File: src/rtl/cnn_layer_accel_prefetch_rd_seq_pkg.sv
// Shared definitions for the prefetch read sequencer.
//   - Global sizing: MAX_NUM_INPUT_COLS, PIXEL_WIDTH, COORD_W (coordinate width W).
//   - state_t: sequencer FSM states.
//   - tag_t: per-slot tag carried through the read-latency shift register.
package cnn_layer_accel_prefetch_rd_seq_pkg;

  localparam int MAX_NUM_INPUT_COLS = 128;
  localparam int PIXEL_WIDTH        = 16;
  localparam int COORD_W            = $clog2(MAX_NUM_INPUT_COLS);

  typedef enum logic [2:0] {
    ST_IDLE,
    ST_WAIT_ROW,
    ST_ISSUE,
    ST_ROW_END,
    ST_REPLAY,
    ST_DRAIN,
    ST_DONE
  } state_t;

  // vld: slot occupies this stage; reuse: push last captured pixel instead of
  // buffer data; last: slot is the final pixel of the job.
  typedef struct packed {
    logic vld;
    logic reuse;
    logic last;
  } tag_t;

endpackage

File: src/rtl/cnn_layer_accel_pix_sync_fifo.sv
// Single-clock first-word-fall-through FIFO used as the output skid buffer.
// Ports:
//   clk, rst_n        clock, asynchronous active-low reset
//   i_push, i_din     write strobe and data
//   i_pop             read strobe (only while !o_empty)
//   o_dout            head entry, valid whenever !o_empty
//   o_empty, o_count  status
// DEPTH must be a power of 2; pointers wrap naturally.
module cnn_layer_accel_pix_sync_fifo #(
  parameter int DEPTH = 8,
  parameter int WIDTH = 17
) (
  input  logic                     clk,
  input  logic                     rst_n,
  input  logic                     i_push,
  input  logic [WIDTH-1:0]         i_din,
  input  logic                     i_pop,
  output logic [WIDTH-1:0]         o_dout,
  output logic                     o_empty,
  output logic [$clog2(DEPTH):0]   o_count
);
  localparam int AW = $clog2(DEPTH);

  logic [WIDTH-1:0] r_mem [DEPTH];
  logic [AW-1:0]    r_wr, r_rd;
  logic [AW:0]      r_cnt;

  always_ff @(posedge clk) begin
    if (i_push) r_mem[r_wr] <= i_din;
  end

  always_ff @(posedge clk or negedge rst_n) begin
    if (!rst_n) begin
      r_wr  <= '0;
      r_rd  <= '0;
      r_cnt <= '0;
    end else begin
      if (i_push) r_wr <= r_wr + AW'(1);
      if (i_pop)  r_rd <= r_rd + AW'(1);
      case ({i_push, i_pop})
        2'b10:   r_cnt <= r_cnt + (AW+1)'(1);
        2'b01:   r_cnt <= r_cnt - (AW+1)'(1);
        default: r_cnt <= r_cnt;
      endcase
    end
  end

  assign o_dout  = r_mem[r_rd];
  assign o_empty = (r_cnt == '0);
  assign o_count = r_cnt;

endmodule

File: src/rtl/cnn_layer_accel_prefetch_rd_seq.sv
// Read-side sequencer for the prefetch row buffer. Walks the expanded image one
// coordinate per cycle, strobes the buffer, realigns returned pixels through a
// read-latency tag pipe and hands them out on a valid/ready stream through a
// skid FIFO. Issue is credit-gated so backpressure never drops data.
// Ports:
//   clk, rst_n                          clock, asynchronous active-low reset
//   i_job_start                         pulse: latch config, start at (0,0)
//   i_padding, i_upsample               mode bits (padding zeros come from the buffer)
//   i_expd_num_input_cols/rows          expanded width/height (counts)
//   i_row_ready / o_row_consumed        source-row handshake with the buffer
//   o_pfb_rd_en, o_pfb_rst_addr         buffer read strobe / read-address rewind
//   o_input_col, o_input_row            coordinate presented with o_pfb_rd_en
//   i_pfb_dout                          buffer data, C_RD_LATENCY after o_pfb_rd_en
//   o_pix_data/valid/last, i_pix_rdy    output pixel stream
//   o_busy, o_job_done                  status level / completion pulse
//   o_stall_cycles                      only with PREFETCH_RD_SEQ_STALL_CNT_EN defined:
//                                       saturating count of credit-blocked ISSUE cycles
module cnn_layer_accel_prefetch_rd_seq
  import cnn_layer_accel_prefetch_rd_seq_pkg::*;
#(
  parameter int C_RD_LATENCY = 2,
  parameter int C_FIFO_DEPTH = 8
) (
  input  logic                   clk,
  input  logic                   rst_n,
  input  logic                   i_job_start,
  input  logic                   i_padding,
  input  logic                   i_upsample,
  input  logic [COORD_W-1:0]     i_expd_num_input_cols,
  input  logic [COORD_W-1:0]     i_expd_num_input_rows,
  input  logic                   i_row_ready,
  output logic                   o_row_consumed,
  output logic                   o_pfb_rd_en,
  output logic                   o_pfb_rst_addr,
  output logic [COORD_W-1:0]     o_input_col,
  output logic [COORD_W-1:0]     o_input_row,
  input  logic [PIXEL_WIDTH-1:0] i_pfb_dout,
  output logic [PIXEL_WIDTH-1:0] o_pix_data,
  output logic                   o_pix_valid,
  input  logic                   i_pix_rdy,
  output logic                   o_pix_last,
  output logic                   o_busy,
  output logic                   o_job_done
`ifdef PREFETCH_RD_SEQ_STALL_CNT_EN
  ,
  output logic [31:0]            o_stall_cycles
`endif
);

  state_t                   r_state, w_state_nxt;
  logic [COORD_W-1:0]       r_col, r_row, r_n, r_m;
  logic                     r_ups;
  tag_t                     r_tag [C_RD_LATENCY];
  tag_t                     w_tag_in, w_exit;
  logic [PIXEL_WIDTH-1:0]   r_last_pix, w_push_pix, w_fifo_pix;
  logic                     r_job_done;
  logic [7:0]               w_inflight;
  logic [$clog2(C_FIFO_DEPTH):0] w_fifo_cnt;
  logic                     w_fifo_empty, w_fifo_last, w_pop;
  logic                     w_credit, w_slot, w_reuse, w_last_col, w_last_row;
  logic                     w_replay, w_zero_job, w_accept;
  // Padded coordinates are read like any other; the buffer supplies the zeros.
  logic                     w_unused_padding;

  assign w_unused_padding = i_padding;

  always_comb begin
    w_inflight = '0;
    for (int i = 0; i < C_RD_LATENCY; i++) w_inflight += 8'(r_tag[i].vld);
  end

  // A slot needs room for itself among FIFO entries plus slots still in flight.
  assign w_credit   = (8'(w_fifo_cnt) + w_inflight) < 8'(C_FIFO_DEPTH);
  assign w_slot     = (r_state == ST_ISSUE) && w_credit;
  assign w_reuse    = r_ups && r_col[0];
  assign w_last_col = (r_col == r_n - COORD_W'(1));
  assign w_last_row = (r_row == r_m - COORD_W'(1));
  // Even rows replay the same source row when upsampling; never past the last row.
  assign w_replay   = r_ups && !r_row[0] && !w_last_row;
  assign w_zero_job = (i_expd_num_input_cols == '0) || (i_expd_num_input_rows == '0);
  assign w_accept   = (r_state == ST_IDLE) && i_job_start;

  always_comb begin
    w_state_nxt    = r_state;
    o_pfb_rd_en    = 1'b0;
    o_pfb_rst_addr = 1'b0;
    o_row_consumed = 1'b0;
    case (r_state)
      ST_IDLE:     if (i_job_start) w_state_nxt = w_zero_job ? ST_DONE : ST_WAIT_ROW;
      ST_WAIT_ROW: if (i_row_ready) w_state_nxt = ST_ISSUE;
      ST_ISSUE: begin
        o_pfb_rd_en = w_slot && !w_reuse;
        if (w_slot && w_last_col) w_state_nxt = ST_ROW_END;
      end
      ST_ROW_END: begin
        if (w_replay) begin
          o_pfb_rst_addr = 1'b1;
          w_state_nxt    = ST_REPLAY;
        end else begin
          o_row_consumed = 1'b1;
          w_state_nxt    = w_last_row ? ST_DRAIN : ST_WAIT_ROW;
        end
      end
      ST_REPLAY:   w_state_nxt = ST_ISSUE;
      ST_DRAIN:    if (w_fifo_empty && (w_inflight == '0)) w_state_nxt = ST_DONE;
      ST_DONE:     w_state_nxt = ST_IDLE;
      default:     w_state_nxt = ST_IDLE;
    endcase
  end

  always_ff @(posedge clk or negedge rst_n) begin
    if (!rst_n) r_state <= ST_IDLE;
    else        r_state <= w_state_nxt;
  end

  always_ff @(posedge clk or negedge rst_n) begin
    if (!rst_n) begin
      r_col <= '0;
      r_row <= '0;
      r_n   <= '0;
      r_m   <= '0;
      r_ups <= 1'b0;
    end else if (w_accept) begin
      r_col <= '0;
      r_row <= '0;
      r_n   <= i_expd_num_input_cols;
      r_m   <= i_expd_num_input_rows;
      r_ups <= i_upsample;
    end else begin
      if (w_slot) r_col <= w_last_col ? '0 : r_col + COORD_W'(1);
      if ((r_state == ST_ROW_END) && (w_replay || !w_last_row)) r_row <= r_row + COORD_W'(1);
    end
  end

  assign w_tag_in = '{vld: w_slot, reuse: w_reuse, last: w_slot && w_last_col && w_last_row};

  always_ff @(posedge clk or negedge rst_n) begin
    if (!rst_n) begin
      for (int i = 0; i < C_RD_LATENCY; i++) r_tag[i] <= '0;
    end else begin
      r_tag[0] <= w_tag_in;
      for (int i = 1; i < C_RD_LATENCY; i++) r_tag[i] <= r_tag[i-1];
    end
  end

  // The tag leaving the pipe lines up with the buffer data for its slot.
  assign w_exit     = r_tag[C_RD_LATENCY-1];
  assign w_push_pix = w_exit.reuse ? r_last_pix : i_pfb_dout;

  always_ff @(posedge clk or negedge rst_n) begin
    if (!rst_n)          r_last_pix <= '0;
    else if (w_exit.vld) r_last_pix <= w_push_pix;
  end

  cnn_layer_accel_pix_sync_fifo #(
    .DEPTH (C_FIFO_DEPTH),
    .WIDTH (PIXEL_WIDTH + 1)
  ) u_fifo (
    .clk     (clk),
    .rst_n   (rst_n),
    .i_push  (w_exit.vld),
    .i_din   ({w_exit.last, w_push_pix}),
    .i_pop   (w_pop),
    .o_dout  ({w_fifo_last, w_fifo_pix}),
    .o_empty (w_fifo_empty),
    .o_count (w_fifo_cnt)
  );

  assign o_pix_valid = !w_fifo_empty;
  assign w_pop       = o_pix_valid && i_pix_rdy;
  assign o_pix_data  = o_pix_valid ? w_fifo_pix : '0;
  assign o_pix_last  = o_pix_valid && w_fifo_last;

  always_ff @(posedge clk or negedge rst_n) begin
    if (!rst_n) r_job_done <= 1'b0;
    else        r_job_done <= (w_pop && w_fifo_last) || (w_accept && w_zero_job);
  end

  assign o_job_done  = r_job_done;
  assign o_busy      = (r_state != ST_IDLE);
  assign o_input_col = r_col;
  assign o_input_row = r_row;

`ifdef PREFETCH_RD_SEQ_STALL_CNT_EN
  logic [31:0] r_stall_cycles;

  always_ff @(posedge clk or negedge rst_n) begin
    if (!rst_n)        r_stall_cycles <= '0;
    else if (w_accept) r_stall_cycles <= '0;
    else if ((r_state == ST_ISSUE) && !w_credit && (r_stall_cycles != '1))
      r_stall_cycles <= r_stall_cycles + 32'd1;
  end

  assign o_stall_cycles = r_stall_cycles;
`endif

endmodule

File: config.mk
export PLATFORM = sky130hd
export DESIGN_NAME = cnn_layer_accel_prefetch_rd_seq
export DESIGN_NICKNAME = d
export VERILOG_FILES = /design/src/rtl/cnn_layer_accel_prefetch_rd_seq_pkg.sv /design/src/rtl/cnn_layer_accel_pix_sync_fifo.sv /design/src/rtl/cnn_layer_accel_prefetch_rd_seq.sv
export SDC_FILE = /design/constraint.sdc
export NUM_CORES = 1
export LEC_CHECK = 0
export CORE_MARGIN = 3
export CORE_UTILIZATION = 55
export DETAILED_ROUTE_END_ITERATION = 8
export DONT_BUFFER_PORTS = 1
export PLACE_DENSITY = 0.7
export SLEW_MARGIN = 20
export SYNTH_ARGS = -nofsm -noshare
export SYNTH_HDL_FRONTEND = slang
export SYNTH_SLANG_ARGS = --single-unit
File: constraint.sdc
create_clock -name clk -period 3 [get_ports clk]
set_input_delay 0.3 -clock clk [delete_from_list [all_inputs] [get_ports clk]]
set_output_delay 0.3 -clock clk [all_outputs]
set_load 0.01 [all_outputs]
Word level (Yosys, flattened, before mapping):

Memory sizes are Yosys's and may differ from the RTL's.
Index checks and enable logic that the tools add are counted.

* register bits: 65
* memory bits (writable): 136
* output and inout bits: 37
* memories: 1

Memory list
* u_fifo.r_mem: words 8, bits a word 17, rd ports 1, clocked after memory_dff 0, wr ports 1, line cnn_layer_accel_pix_sync_fifo.sv:24 `logic [WIDTH-1:0] r_mem [DEPTH];`

* $add $sub $neg: 10
* order comparisons: 1
* equal/unequal tests: 13
* multiplexer cells: 23
* reductions and logical operators: 31

Operators by type and width (number)
* $mux W7: 5
* $mux W16: 2
* $mux W3: 7
* $pmux W3 S6: 1
* $add A7 B1 Y7 const B: 2
* $eq A7 B7 Y1: 2
* $logic_and A1 B1 Y1: 14
* $logic_not A7 Y1: 2
* $sub A7 B1 Y7 const B: 2
* $logic_not A8 Y1: 1
* $pmux W4 S2: 1
* $mux W1: 7
* $add A3 B1 Y3 const B: 2
* $eq A3 B2 Y1 const B: 2
* $eq A3 B3 Y1 const B: 2
* $ne A2 B2 Y1 const B: 3
* $reduce_bool A2 Y1: 3
* $add A4 B2 Y5: 1
* $lt A5 B4 Y1 const B: 1
* $add A4 B1 Y4 const B: 1
* $logic_not A1 Y1: 4
* $logic_not A4 Y1: 1
* $reduce_and A4 Y1: 1
* $sub A4 B1 Y4 const B: 1
* 8 further kinds: 10

Longest topological paths before layout:

* word-level depth: 8
* depth in mapped cells: 12
* gate-level depth less buffers: 11

Cells and area by module:

Synthesis repeated with hierarchy kept, for this count alone.

* cells, all modules: 617
* area total of the unflattened synthesis: 9013.6 um2

By module, submodules not included
* cnn_layer_accel_pix_sync_fifo: times used 1, cells each 250, area each 5756.8 um2
* cnn_layer_accel_prefetch_rd_seq: times used 1, cells each 367, area each 3256.9 um2

Worst setup path before layout:

Ideal clock, no wire load.

* path kind: register -> register
* start: register r_n[2]
* end: register r_col[0] (netlist: o_input_col[0])
* library setup time: 0.125 ns
* data arrival time: 2.538 ns
* data required time: 2.875 ns
* setup slack: 0.338 ns
* stages on the path, launching flop included: 8
* path buffers: 1
* clock period less this slack: 2.662 ns
* cell sequence: dfrtp_1 buf_2 or3_1 or4_1 a31o_2 a2111oi_4 nor3_2 mux2_2

* longest elaborated chain between the ends: 5

Ends and longest elaborated chain
* start, declared: line cnn_layer_accel_prefetch_rd_seq.sv:51 `logic [COORD_W-1:0] r_col, r_row, r_n, r_m;`
* start signal, assigned: line cnn_layer_accel_prefetch_rd_seq.sv:126 `r_n <= i_expd_num_input_cols;`
* $sub A7 B1 Y7: line cnn_layer_accel_prefetch_rd_seq.sv:76 `assign w_last_col = (r_col == r_n - COORD_W'(1));`
* $eq A7 B7 Y1: line cnn_layer_accel_prefetch_rd_seq.sv:76
* $mux W7 (2 in a row): line cnn_layer_accel_prefetch_rd_seq.sv:130 `if (w_slot) r_col <= w_last_col ? '0 : r_col + COORD_W'(1);`
* $mux W7: line cnn_layer_accel_prefetch_rd_seq.sv:123 `end else if (w_accept) begin`
* end signal, assigned: line cnn_layer_accel_prefetch_rd_seq.sv:130
* end, declared: line cnn_layer_accel_prefetch_rd_seq.sv:51

Every way passes these cells. The select of a mux whose other input is x is not followed.
A chain may end at the register's enable or synchronous reset.

Worst setup path in the final report:

* start: register r_m[0]
* end: output o_pfb_rst_addr

* longest elaborated chain between the ends: 6

Ends and longest elaborated chain
* start, declared: line cnn_layer_accel_prefetch_rd_seq.sv:51
* start signal, assigned: line cnn_layer_accel_prefetch_rd_seq.sv:127 `r_m <= i_expd_num_input_rows;`
* $sub A7 B1 Y7: line cnn_layer_accel_prefetch_rd_seq.sv:77 `assign w_last_row = (r_row == r_m - COORD_W'(1));`
* $eq A7 B7 Y1: line cnn_layer_accel_prefetch_rd_seq.sv:77
* $logic_not A1 Y1: line cnn_layer_accel_prefetch_rd_seq.sv:79 `assign w_replay = r_ups && !r_row[0] && !w_last_row;`
* $logic_and A1 B1 Y1: line cnn_layer_accel_prefetch_rd_seq.sv:79
* $mux W1: line cnn_layer_accel_prefetch_rd_seq.sv:96 `if (w_replay) begin`
* $mux W1: line cnn_layer_accel_prefetch_rd_seq.sv:88 `case (r_state)`
* end, declared: line cnn_layer_accel_prefetch_rd_seq.sv:34 `output logic o_pfb_rst_addr,`

Every way passes these cells.

==> reports/qor.yml <==
placed_cells: 831
hold_viol_final: 0
crit_required_ns: 2.70
slew_viol_final: 0
critPathTopFamily: "simple AND/OR/NAND/NOR gates"
synth-seq-cells: 201
start_util_pct: 57.2
avgRoutedWirePerCell_um: 19.9
clk_path_buf_depth: 3
synth_warnings: 0
place_area_mm2: 0.00917
detail_route.first_pass.iterations: 5
fp.dieH_um: 133
ir_drop_v: 0.000671
io_pins: 74
cp-end-kind: "primary output"
fin_tns_setup_ns: 0
fin_skew_ns: 0.00777
power_density_mw_per_mm2: 977
arrival_ns: 2.62
yosys_most_used_dff: "edfxtp_1"
clkSlewWorstSetupHoldPaths_ns: 0.06
pwr-share-comb_pct: 32.4
drtIter0Drc: 269
period_needed_ns: 2.92
status: "complete, no violations"
coreArea_mm2: 0.0154
async_flop_share_pct: 32.3
synth_top_cell_area_share_pct: 46.3
fmax_mhz: 343
p_clk_share_pct: 25.9
synthCells: 626
area_growth_pct: 14.5
wl_um: 17700
power_mw: 9.87
r2r_cells: 7
clock-sinks: 201
drv_cap: 0
ys_top_cells_by_count: "edfxtp_1, nor2_1, dfrtp_1"
postRouteAntennaNets: 0
critPathKind: "reg -> out"
grt-ovfl-total: 0
track_usage_pct: 20.1
tightest_slew_ns: 0.722
synth_most_common_cell: "edfxtp_1"
die_area_mm2: 0.0176
yosysSeqAreaShare_pct: 64.7
vias: 5184
grt_max_degree: 66
finalInstanceArea_mm2: 0.0101
synth_area_leaders: "edfxtp_1, dfrtp_1, mux4_2"
worst_setup_path_start_kind: "register"
slowest_stage: "or3b_2"
cp_num_buf_inv: 1
synth_edf_count: 136
place_congestion: 0.833
dp_hpwl_um: 11400
cp_max_fo: 6
hp-class: "in -> reg"
worstSkewPairLatency_ns: 0.49
cts_made_buffers: 21
setup_violations: 0
finalCritPeriodShare_pct: 97.2
syn_nets: 676
cts_max_level: 1
yosysUniqueCellTypes: 51
drt-vias-per-instance: 5.83
power.leakage_nw: 3.83
swShare_pct: 33.6
relSlewSlack_pct: 51.4
grt_first_pass_wirelength_um: 27900
slowest_delay_ns: 0.51
synthesis.area_mm2: 0.00882
synth.largest_area_cell: "edfxtp_1"
antennaDiodeCount: 0
nNetsFinal: 713
p_int_mw: 6.56
cp.depth: 7
cts_root_buf: "clkbuf_16"
min_path_cells: 2
pwr-share-seq_pct: 41.7
drive_gt1_share_pct: 18.3
port_buffers: 0
p_sw_mw: 3.31
row_count: 45
syn_area_per_cell_um2: 14.1
die_w_um: 133
cts_tree: "built"
final_cell_count_no_fill: 889
grt_pass1_vias: 5295
rsz0062_at_grt: "no"
worstPathCellList: "inv_1 -> ha_1 -> or3b_2 -> a21o_1 -> a31oi_2 -> o221ai_4 -> and3_4"
antenna_found_initial: 2
post-route-drc-count: 0
==> metal layers <==
layer / GRT usage (%) / wire, um / vias to the layer above
met2: 34.1 / 8850 / 164
li1: - / - / 2389
met3: 4.87 / 1210 / 32
met1: 26.7 / 7330 / 2595
met5: 0 / 27 / -
met4: 4.79 / 293 / 4
==> flip-flops by register name, indices dropped and copies added, names as in the netlist <==
| signal | flops |
|---|---|
| o_input_col | 7 |
| o_input_row | 7 |
| o_job_done | 1 |
| r_last_pix | 16 |
| r_m | 7 |
| r_n | 7 |
| r_state | 3 |
| r_tag | 6 |
| r_ups | 1 |
| u_fifo.o_count | 4 |
| u_fifo.r_mem | 136 |
| u_fifo.r_rd | 3 |
| u_fifo.r_wr | 3 |
==> stage by stage <==
step                hold slack (ns)  setup slack [ns]  utilization [%]
floorplan                   0.00441             0.338                -
global placement            0.00651             0.320             59.5
detailed placement          0.00616             0.279             59.5
CTS                          0.0574            0.0172             65.1
global route                 0.0752           0.00659             65.5
finish                       0.0713            0.0845             65.5
==> final timing paths <==
check                               start              to  slack (ns)
worst max-delay path               r_m[0]  o_pfb_rst_addr        0.08
worst min-delay path            i_pix_rdy  u_fifo.r_rd[0]        0.07
worst max register to register     r_n[3]  o_input_col[5]        0.27
worst min register to register   r_tag[3]        r_tag[0]        0.35
max in group asynchronous           rst_n  u_fifo.r_rd[0]        2.33
min in group asynchronous           rst_n          r_m[3]        0.39
==> layout by cell type, fill, tap and decap left out, drive strengths merged, types with 6 or more instances in the layout <==
cell type	n
edfxtp	136
nor2	83
dfrtp	65
nand2	60
mux4	34
clkbuf	28
buf	26
mux2i	20
mux2	19
dlygate4sd3	16
inv	16
o21ai	15
nor3	14
ha	12
xnor2	11
xor2	11
a21oi	11
nand3	9
and3	9
o31ai	8
nand2b	7
clkinv	7
nor2b	6
a22o	6
==> worst reg2reg max path, cell delays in order (launching register included) <==
cell	delay [ns]
dfrtp_1	0.43
or3_1	0.38
or4_1	0.52
a31o_2	0.27
a2111oi_4	0.49
buf_4	0.22
o31ai_1	0.08
a22o_1	0.23
==> repair_timing <==
item	CTS	global route
pin swaps	0	2
resized for setup	2	4
hold buffers	17	0
endpoints found under the hold margin	80	0
buffers inserted	0	3
endpoints found under the setup margin	2	2
==> kinds of logic (layout without fill, tap and decap cells) <==
group,count (synthesis),in the layout,synth area share (%)
adder cells (fa/ha/maj),13,13,1.93
buffers and inverters,44,96,1.89
XOR/XNOR,23,23,2.44
AND/OR/NAND/NOR,211,211,10.8
flip-flops,201,201,64.7
multiplexers,73,73,13.4
AO/OA/AOI/OAI,61,61,4.88
==> area by class of cell <==
| cell class | instances | area (um2) |
|---|---|---|
| timing repair buffer | 42 | 388 |
| multi-input combinational | 381 | 3000 |
| inverter | 16 | 60.1 |
| clock buffer | 28 | 552 |
| fill | 1096 | 5330 |
| tap | 211 | 264 |
| clock inverter | 10 | 125 |
| sequential | 201 | 5710 |
==> power by group through the flow <==
| stage | clock [mW] | combinational (mW) | sequential [mW] |
|---|---|---|---|
| after floorplan | 0 | 2.60 | 3.89 |
| after global placement | 0 | 3.02 | 4.13 |
| after detailed placement | 0 | 3.13 | 4.17 |
| after CTS | 2.62 | 3.20 | 4.11 |
| after global routing | 2.72 | 3.54 | 4.19 |
| final | 2.55 | 3.20 | 4.11 |
Note: power is estimated with default switching activity, not from simulation.
